$ cat config.mk
export PLATFORM = sky130hd
export DESIGN_NAME = fetch_unit_flat
export DESIGN_NICKNAME = d
export VERILOG_FILES = /design/src/rtl/fetch_unit_if.sv /design/src/rtl/fetch_unit.sv /design/src/flat_wrapper.sv
export SDC_FILE = /design/constraint.sdc
export NUM_CORES = 1
export LEC_CHECK = 0
export BUFFER_PORTS_ARGS = -buffer_cell sky130_fd_sc_hd__buf_4
export CORE_MARGIN = 8
export CORE_UTILIZATION = 40
export CTS_BUF_LIST = sky130_fd_sc_hd__clkbuf_8
export CTS_CLUSTER_SIZE = 20
export DETAILED_ROUTE_END_ITERATION = 10
export GPL_ROUTABILITY_DRIVEN = 0
export HOLD_SLACK_MARGIN = 0.12
export PLACE_DENSITY = 0.7
export SYNTH_ARGS = -nofsm -noshare
export SYNTH_HDL_FRONTEND = slang
export SYNTH_SLANG_ARGS = --single-unit
$ cat constraint.sdc
create_clock -name clk -period 3 [get_ports clk]
set_input_delay 0.15 -clock clk [delete_from_list [all_inputs] [get_ports clk]]
set_output_delay 0.15 -clock clk [all_outputs]
set_load 0.005 [all_outputs]
$ cat src/rtl/fetch_unit_if.sv
// Instruction-memory request/response bus between the fetch unit (master) and imem (slave).
// One request outstanding at a time; ack is a one-cycle strobe carrying rdata.
interface fetch_unit_if #(
  parameter int unsigned XLEN = 32
);
  logic            imem_req;
  logic [XLEN-1:0] imem_addr;
  logic [XLEN-1:0] imem_rdata;
  logic            imem_ack;

  modport master (
    output imem_req,
    output imem_addr,
    input  imem_rdata,
    input  imem_ack
  );

  modport slave (
    input  imem_req,
    input  imem_addr,
    output imem_rdata,
    output imem_ack
  );
endinterface

$ cat src/rtl/fetch_unit.sv
// IF stage: owns PCF, fetches over a variable-latency req/ack bus and fills the IF/ID register.
// Wait states surface as bubbles; responses made stale by an EX redirect are drained and dropped.
module fetch_unit #(
  parameter int unsigned      XLEN      = 32,
  parameter logic [XLEN-1:0]  RESET_PC  = '0,
  parameter logic [XLEN-1:0]  NOP_INSTR = 'h13
) (
  input  logic            clk,
  input  logic            rst_n,
  input  logic            StallF,
  input  logic            StallD,
  input  logic            FlushD,
  input  logic            PCSrcE,
  input  logic [XLEN-1:0] PCTargetE,
  fetch_unit_if.master    imem,
  output logic [XLEN-1:0] InstrD,
  output logic [XLEN-1:0] PCD,
  output logic [XLEN-1:0] PCPlus4D,
  output logic            ValidD,
  output logic [XLEN-1:0] PCF
);

  typedef enum logic [1:0] {IDLE, REQ, DRAIN, HOLD} state_t;

  state_t          state;
  logic            reqQ;
  logic [XLEN-1:0] reqAddr;
  logic [XLEN-1:0] pcF;
  logic [XLEN-1:0] skidInstr;

  logic [XLEN-1:0] target;
  logic [XLEN-1:0] reqAddrPlus4;
  logic            ackSeen;
  logic            loadFromMem;
  logic            loadFromSkid;
  logic [XLEN-1:0] loadInstr;

  assign target       = PCTargetE & ~XLEN'(3);
  assign reqAddrPlus4 = reqAddr + XLEN'(4);
  // reqQ is high exactly in REQ/DRAIN, so acks arriving elsewhere are ignored
  assign ackSeen      = imem.imem_ack & reqQ;
  assign loadFromMem  = (state == REQ) & ackSeen & ~PCSrcE & ~StallD;
  assign loadFromSkid = (state == HOLD) & ~PCSrcE & ~StallD;
  assign loadInstr    = loadFromSkid ? skidInstr : imem.imem_rdata;

  assign imem.imem_req  = reqQ;
  assign imem.imem_addr = reqAddr;
  assign PCF            = pcF;

  always_ff @(posedge clk or negedge rst_n) begin
    if (!rst_n) begin
      state     <= IDLE;
      reqQ      <= 1'b0;
      reqAddr   <= RESET_PC;
      pcF       <= RESET_PC;
      skidInstr <= '0;
    end else begin
      unique case (state)
        IDLE: begin
          if (PCSrcE) pcF <= target;
          if (!StallF) begin
            reqAddr <= PCSrcE ? target : pcF;
            reqQ    <= 1'b1;
            state   <= REQ;
          end
        end
        REQ: begin
          if (ackSeen) begin
            if (PCSrcE) begin
              pcF   <= target;
              reqQ  <= 1'b0;
              state <= IDLE;
            end else if (StallD) begin
              skidInstr <= imem.imem_rdata;
              pcF       <= reqAddrPlus4;
              reqQ      <= 1'b0;
              state     <= HOLD;
            end else begin
              pcF <= reqAddrPlus4;
              // back-to-back issue: skip the IDLE cycle and request the next word now
              if (!StallF) begin
                reqAddr <= reqAddrPlus4;
              end else begin
                reqQ  <= 1'b0;
                state <= IDLE;
              end
            end
          end else if (PCSrcE) begin
            pcF   <= target;
            state <= DRAIN;
          end
        end
        DRAIN: begin
          if (PCSrcE) pcF <= target;
          if (ackSeen) begin
            reqQ  <= 1'b0;
            state <= IDLE;
          end
        end
        HOLD: begin
          if (PCSrcE) begin
            pcF   <= target;
            state <= IDLE;
          end else if (!StallD) begin
            if (!StallF) begin
              reqAddr <= pcF;
              reqQ    <= 1'b1;
              state   <= REQ;
            end else begin
              state <= IDLE;
            end
          end
        end
        default: begin
          reqQ  <= 1'b0;
          state <= IDLE;
        end
      endcase
    end
  end

  always_ff @(posedge clk or negedge rst_n) begin
    if (!rst_n) begin
      InstrD   <= NOP_INSTR;
      PCD      <= '0;
      PCPlus4D <= '0;
      ValidD   <= 1'b0;
    end else if (FlushD || PCSrcE) begin
      InstrD   <= NOP_INSTR;
      PCD      <= '0;
      PCPlus4D <= '0;
      ValidD   <= 1'b0;
    end else if (StallD) begin
      InstrD   <= InstrD;
      PCD      <= PCD;
      PCPlus4D <= PCPlus4D;
      ValidD   <= ValidD;
    end else if (loadFromMem || loadFromSkid) begin
      InstrD   <= loadInstr;
      PCD      <= reqAddr;
      PCPlus4D <= reqAddrPlus4;
      ValidD   <= 1'b1;
    end else begin
      InstrD   <= NOP_INSTR;
      PCD      <= '0;
      PCPlus4D <= '0;
      ValidD   <= 1'b0;
    end
  end

endmodule

$ cat src/flat_wrapper.sv
// flat-port wrapper written by rule: the top's interface ports become plain ports
module fetch_unit_flat 
#(
  parameter int unsigned      XLEN      = 32,
  parameter logic [XLEN-1:0]  RESET_PC  = '0,
  parameter logic [XLEN-1:0]  NOP_INSTR = 'h13
)
  (clk, rst_n, StallF, StallD, FlushD, PCSrcE, PCTargetE, InstrD, PCD, PCPlus4D, ValidD, PCF, imem_imem_req, imem_imem_addr, imem_imem_rdata, imem_imem_ack);
  fetch_unit_if #(.XLEN(XLEN)) imem_i ();
  input  logic clk;
  input  logic rst_n;
  input  logic StallF;
  input  logic StallD;
  input  logic FlushD;
  input  logic PCSrcE;
  input  logic [XLEN-1:0] PCTargetE;
  output logic [XLEN-1:0] InstrD;
  output logic [XLEN-1:0] PCD;
  output logic [XLEN-1:0] PCPlus4D;
  output logic ValidD;
  output logic [XLEN-1:0] PCF;
  output wire logic [$bits(imem_i.imem_req)-1:0] imem_imem_req;
  output wire logic [$bits(imem_i.imem_addr)-1:0] imem_imem_addr;
  input wire logic [$bits(imem_i.imem_rdata)-1:0] imem_imem_rdata;
  input wire logic [$bits(imem_i.imem_ack)-1:0] imem_imem_ack;
  assign imem_imem_req = imem_i.imem_req;
  assign imem_imem_addr = imem_i.imem_addr;
  assign imem_i.imem_rdata = imem_imem_rdata;
  assign imem_i.imem_ack = imem_imem_ack;
  fetch_unit #(.XLEN(XLEN), .RESET_PC(RESET_PC), .NOP_INSTR(NOP_INSTR)) u_core (.clk(clk), .rst_n(rst_n), .StallF(StallF), .StallD(StallD), .FlushD(FlushD), .PCSrcE(PCSrcE), .PCTargetE(PCTargetE), .imem(imem_i), .InstrD(InstrD), .PCD(PCD), .PCPlus4D(PCPlus4D), .ValidD(ValidD), .PCF(PCF));
endmodule
==> reports/metrics.yaml, run 1 <==
sta:
  final-setup-viol-count: 0
  hold_viol: 0
  period_share_pct: 85.1
  rsz0062_at_grt: "false"
  whs_ps: 154
  max_slew_margin_pct: 48.4
  fmax_mhz: 392
  fin_crit_ps: 2550
  fin_skew_ps: 16.3
  drv_slew: 0
  tns_ps: 0
  worst_slew_pin_slew_ps: 772
cts:
  root_buffer: "clkbuf_8"
  numCtsBuffers: 17
  clk_pin_slew_ps: 110
  post_cts_resized: 0
  cts_sinks: 194
  cts_tree: "built"
  cts_hold_buf: 77
  htreeDepth: 4
  clockBufferDepth: 2
  post-cts-setup-buffer-count: 0
  clock_latency_ps: 490
yosys:
  ys.flop_type: "dfrtp_1"
  ys_seq_area_share_pct: 50.9
  synth_warnings: 0
  synth_area_leader_cell: "dfrtp_1"
  ys_types: 59
  syn-num-nets: 1038
  ys_seq_elements: 194
  synth_top_area_share_pct: 50.0
  synth_most_common_cell: "dfrtp_1"
  synth_cells: 960
  syn_area_sq_mm: 0.00955
  avgSynthCellArea_sq_um: 9.95
  async_flop_share_pct: 100
  synth_area_leaders: "dfrtp_1 50%, mux2i_1 6.4%, o21ai_0 5.9%"
  yosys-top-cells-count: "191 x dfrtp_1, 131 x nand2_1, 112 x o21ai_0"
  synth-edff-count: 0
setup_path:
  crit_chain: "inv_1 > ha_2 > buf_4 > a21boi_0 > a2111o_2 > buf_4 > o41ai_1 > a221o_1"
  cpPeakStageDelay_ps: 480
  reg2reg_depth: 8
  worst_setup_path_end_kind: "register"
  startpoint_type: "register"
  path_max_fanout: 48
  path_buf_inv: 3
  worst_path_most_repeated_cell: "buf_4"
  criticalPathCategory: "reg2reg"
  crit_path_top_delay_cell: "buf_4"
  cp.arrival_ps: 2920
  required_ps: 3370
  path_depth: 8
  path_delay_family: "buffers and inverters"
global_route:
  grt_use_total_pct: 21.3
  gr-total-overflow: 0
  grt_max_degree: 79
  antenna_found_initial: 0
  grt_pass1_wl_mm: 48.3
  grt_pass1_vias: 8495
power_and_ir_drop:
  switchingPower_mw: 3.75
  fin_total_pwr_mw: 9.22
  pwr-share-seq_pct: 42.7
  p_leak_nw: 5.82
  p_comb_share_pct: 37.9
  clockPowerShare_pct: 19.4
  ir_worst_vdd_uv: 500
  swShare_pct: 40.7
  internal-power_mw: 5.47
  power_density_mw_per_mm2: 723
drt:
  drt-initial-drc-count: 888
  avgViaCountPerCell: 5.52
  drt_wl_total_mm: 31.0
  vias: 8572
  drc_errors: 0
  wl_per_cell_um: 20.0
  ant_nets: 0
  drt_first_pass_iters: 5
cells_and_area:
  n_fill_cell: 2060
  postLayoutCoreUtil_pct: 54.4
  final_nets: 1297
  seq_area_sq_mm: 0.00486
  drive_above_1_share_pct: 27.8
  multi_input_area_sq_mm: 0.00431
  area_growth_pct: 33.5
run_status:
  status: "finished, final reports clean"
floorplan:
  coreArea_sq_mm: 0.0235
  die-area_sq_mm: 0.0291
  io_pins: 233
  initial_utilization_pct: 40.7
  die_height_um: 171
  rows: 56
  die_x_um: 171
hold_path:
  hold_class: "in2reg"
  whs_path_depth: 4
job:
  cap_viol_max_count: 0
place:
  portBuffers: 230
  dp_hpwl_mm: 21.0
-- through the flow --
step / setup slack, ps / instances / cell area (sq um)
3_5_place_dp: 480 / 1442 / 11600
2_1_floorplan: 658 / 960 / 9550
3_3_place_gp: 541 / 1442 / 11600
6_report: 447 / 1553 / 12800
5_1_grt: 237 / 1551 / 12800
4_1_cts: 457 / 1551 / 12800
-- cells by family after synthesis --
| family | Yosys count | synth area share, % |
|---|---|---|
| buf+inv | 100 | 4.45 |
| xor+xnor | 24 | 2.20 |
| flops | 194 | 50.9 |
| mux | 93 | 10.2 |
| fa+ha+maj | 7 | 0.917 |
| simple gates | 272 | 13.4 |
| compound gates | 270 | 18.0 |
-- layer usage --
layer / track usage (%) / up-vias / wire [um]
li1: - / 3959 / -
met1: 28.5 / 4234 / 13300
met2: 33.4 / 330 / 14700
met3: 4.36 / 49 / 2080
met4: 8.24 / 0 / 900
met5: 0 / - / 0
-- flip-flops by register name (all words and copies together), names as in the netlist --
name,cells
u_core.InstrD,32
u_core.PCF,32
u_core.PCPlus4D,32
u_core.imem.imem_addr,32
u_core.skidInstr,32
u_core.PCD,30
u_core.state,2
u_core.ValidD,1
u_core.imem.imem_req,1
-- worst paths after layout --
kind / start / to / slack, ps
worst max-delay path: u_core.state[1]$_DFFE_PN0P_ / u_core.imem.imem_addr[19]$_DFFE_PN0P_ / 450
max in group asynchronous: rst_n / u_core.imem.imem_addr[27]$_DFFE_PN0P_ / 1790
worst min-delay path: imem_imem_ack / u_core.imem.imem_req$_DFFE_PN0P_ / 150
worst max register to register: u_core.state[1]$_DFFE_PN0P_ / u_core.imem.imem_addr[19]$_DFFE_PN0P_ / 450
min in group asynchronous: rst_n / u_core.PCD[14]$_DFFE_PN0P_ / 240
worst min register to register: u_core.PCPlus4D[25]$_DFFE_PN0P_ / u_core.PCPlus4D[25]$_DFFE_PN0P_ / 490
-- power groups by stage --
stage / registers [mW] / clock network (mW) / logic [mW]
after floorplan: 3.62 / 0 / 2.31
after global placement: 3.93 / 0 / 3.31
after detailed placement: 3.98 / 0 / 3.38
after CTS: 3.92 / 1.83 / 3.50
after global routing: 4.04 / 1.93 / 3.85
final: 3.94 / 1.79 / 3.50
-- cell type report --
cell class	instances	area share (%)
clock inverter	15	1.42
inverter	8	0.235
antenna	2	0.0392
sequential	194	38.1
tap	319	3.13
multi-input combinational	666	33.8
timing repair buffer	332	21.5
clock buffer	17	1.83
-- worst min-delay path, stage by stage --
cell,delay [ps]
buf_4,140
nand3_1,80
a221oi_1,90
a21oi_1,130
-- cell usage in the layout, fill, tap and decap left out, drive strengths merged, types with 25 or more instances in the layout --
cell type    netlist  layout
mux2i             61      61
nor2              45      45
buf               27     254
o21ai            114     114
a21oi             45      45
a22o              36      36
mux2              32      32
dlygate4sd3        0      77
nand2            131     131
nand3             25      25
a22oi             26      26
dfrtp            191     191
Power figures use the tool's default switching activity.
==> run 2, diff against run 1 <==
--- a/config.mk
+++ b/config.mk
@@ -7,13 +7,13 @@
 export LEC_CHECK = 0
 export BUFFER_PORTS_ARGS = -buffer_cell sky130_fd_sc_hd__buf_4
 export CORE_MARGIN = 8
-export CORE_UTILIZATION = 40
+export CORE_UTILIZATION = 56
 export CTS_BUF_LIST = sky130_fd_sc_hd__clkbuf_8
 export CTS_CLUSTER_SIZE = 20
 export DETAILED_ROUTE_END_ITERATION = 10
 export GPL_ROUTABILITY_DRIVEN = 0
 export HOLD_SLACK_MARGIN = 0.12
-export PLACE_DENSITY = 0.7
+export PLACE_DENSITY = 0.9
 export SYNTH_ARGS = -nofsm -noshare
 export SYNTH_HDL_FRONTEND = slang
 export SYNTH_SLANG_ARGS = --single-unit
==> constraint.sdc (replaced) <==
create_clock -name clk -period 2.4 [get_ports clk]
set_input_delay 0.12 -clock clk [delete_from_list [all_inputs] [get_ports clk]]
set_output_delay 0.12 -clock clk [all_outputs]
set_load 0.005 [all_outputs]
==> run 2 against run 1 <==
Against the previous run:
- die area fell by 26%
- first-iteration DRC count rose by 19%
- final cell count fell by 5.3%
- critical endpoint unchanged
- largest cell class unchanged
==> reports/metrics.yaml, run 2 (synthesis gave the netlist of run 1 again) <==
run_status:
  status: "finished, final reports clean"
setup_path:
  rr_startpoint: "u_core.state[1]$_DFFE_PN0P_"
  r2r_setup_slack_ps: 20
  r2r_end: "u_core.imem.imem_addr[19]$_DFFE_PN0P_"
  reg2reg_depth: 7
  cp.arrival_ps: 2800
  worst_setup_path_end_kind: "register"
  startpoint_type: "register"
  required_ps: 2820
  path_max_fanout: 35
  criticalPathCategory: "reg2reg"
drt:
  wl_per_cell_um: 22.6
  avgViaCountPerCell: 6.42
  vias: 9448
  drt-initial-drc-count: 1053
  drc_errors: 0
  ant_nets: 0
  drt_wl_total_mm: 33.2
  drt_first_pass_iters: 6
power_and_ir_drop:
  power_density_mw_per_mm2: 941
  ir_worst_vdd_uv: 590
  internal-power_mw: 7.13
  clockPowerShare_pct: 16.9
  pwr-share-seq_pct: 38.6
  p_comb_share_pct: 44.5
  p_leak_nw: 5.93
  swShare_pct: 40.6
  switchingPower_mw: 4.88
sta:
  max_slew_margin_pct: 51.9
  fin_ws_ps: 22.6
  drv_slew: 0
  fmax_mhz: 421
  period_share_pct: 99.1
  worst_slew_pin_slew_ps: 719
  final-setup-viol-count: 0
  fin_crit_ps: 2380
  fin_skew_ps: 15.3
  rsz0062_at_grt: "true"
  whs_ps: 157
  hold_viol: 0
floorplan:
  rows: 47
  die-area_sq_mm: 0.0215
  coreArea_sq_mm: 0.0166
  io_pins: 233
  die_x_um: 147
  initial_utilization_pct: 57.4
  die_height_um: 147
cts:
  htreeDepth: 4
  numCtsBuffers: 17
  clk_pin_slew_ps: 100
  cts_sinks: 194
  cts_tree: "built"
  clock_latency_ps: 480
  clockBufferDepth: 2
  root_buffer: "clkbuf_8"
hold_path:
  worstHoldEndpoint: "u_core.state[1]$_DFFE_PN0P_"
  hold_class: "in2reg"
  whs_path_depth: 4
  worstHoldStart: "imem_imem_ack"
cells_and_area:
  drive_above_1_share_pct: 30.0
  final_nets: 1316
  finalInstanceArea_sq_mm: 0.0128
  postLayoutCoreUtil_pct: 76.7
  diodes: 0
  instances_no_fill: 1471
  final_cell_mix: "275 x buf_4, 191 x dfrtp_1, 131 x nand2_1"
  final_common_cell: "buf_4"
  area_growth_pct: 33.7
global_route:
  gr-total-overflow: 0
  grt_pass1_vias: 9648
  grt_use_total_pct: 30.4
  antenna_found_initial: 0
  grt_max_degree: 69
  grt_pass1_wl_mm: 52.7
place:
  portBuffers: 230
  place_ws_ps: 20.4
  dp.cells: 1369
  dp_hpwl_mm: 21.4
  placed_area_sq_mm: 0.0117
job:
  cap_viol_max_count: 0
run 2: changes by cell type in the layout (fill, tap and decap cells not counted), moves of 3 or more:
cell           delta
dlygate4sd3_1    -10
buf_4            +25
clkinv_8          -4
clkinvlp_4        +3
buf_12            +3
run 2: layout make-up:
cell class	instances	area, sq um
clock buffers	17	234
repair buffers	351	2920
inverters	8	33.8
multi-input cells	666	4320
clock inverters	15	129
flip-flops and latches	194	4860
fillers	1037	3870
well taps	220	275
run 2: critical path, cell delays in order, from the launching register on:
cell	delay, ps
dfrtp_1	420
buf_4	160
ha_2	190
or3_1	380
a2111o_2	480
buf_12	210
o41ai_1	260
a221o_1	200
run 2: routing by layer:
layer  track usage (%)  wire [um]
met5                 0          0
met4              17.4       1830
met2              49.7      15900
met3              7.66       3400
met1              36.0      12000
run 2: repair_timing:
| action | CTS | global route |
|---|---|---|
| pin swaps | 1 | 1 |
| setup buffers | 0 | 2 |
| endpoints found under the setup margin | 1 | 46 |
| endpoints found under the hold margin | 179 | 0 |
| cloned | 1 | 0 |
| hold buffers | 67 | 0 |
| gates resized for setup | 0 | 7 |
run 2: stage by stage:
step / total power [mW] / TNS, ps
after CTS: 11.7 / 0
after detailed placement: 9.53 / 0
after global routing: 12.6 / -92.4
after global placement: 9.27 / 0
final: 12.0 / 0
after floorplan: 7.41 / 0
run 2: how the worst max path moves through the flow:
stage / start / endpoint / slack [ps]
2_1_floorplan: u_core.state[0]$_DFFE_PN0P_ / u_core.imem.imem_addr[31]$_DFFE_PN0P_ / 60
4_1_cts: u_core.state[1]$_DFFE_PN0P_ / u_core.PCPlus4D[26]$_DFFE_PN0P_ / 10
3_5_place_dp: u_core.state[1]$_DFFE_PN0P_ / u_core.imem.imem_addr[19]$_DFFE_PN0P_ / 20
5_1_grt: u_core.state[1]$_DFFE_PN0P_ / u_core.imem.imem_addr[12]$_DFFE_PN0P_ / -20
3_3_place_gp: u_core.state[1]$_DFFE_PN0P_ / u_core.imem.imem_addr[19]$_DFFE_PN0P_ / 110
6_report: u_core.state[1]$_DFFE_PN0P_ / u_core.imem.imem_addr[19]$_DFFE_PN0P_ / 20
run 2: power by group through the flow:
stage	clock network, mW	registers [mW]	logic [mW]
2_1_floorplan	0	4.52	2.89
3_3_place_gp	0	4.58	4.69
3_5_place_dp	0	4.65	4.88
4_1_cts	2.03	4.59	5.13
5_1_grt	2.17	4.72	5.71
6_report	2.03	4.63	5.35
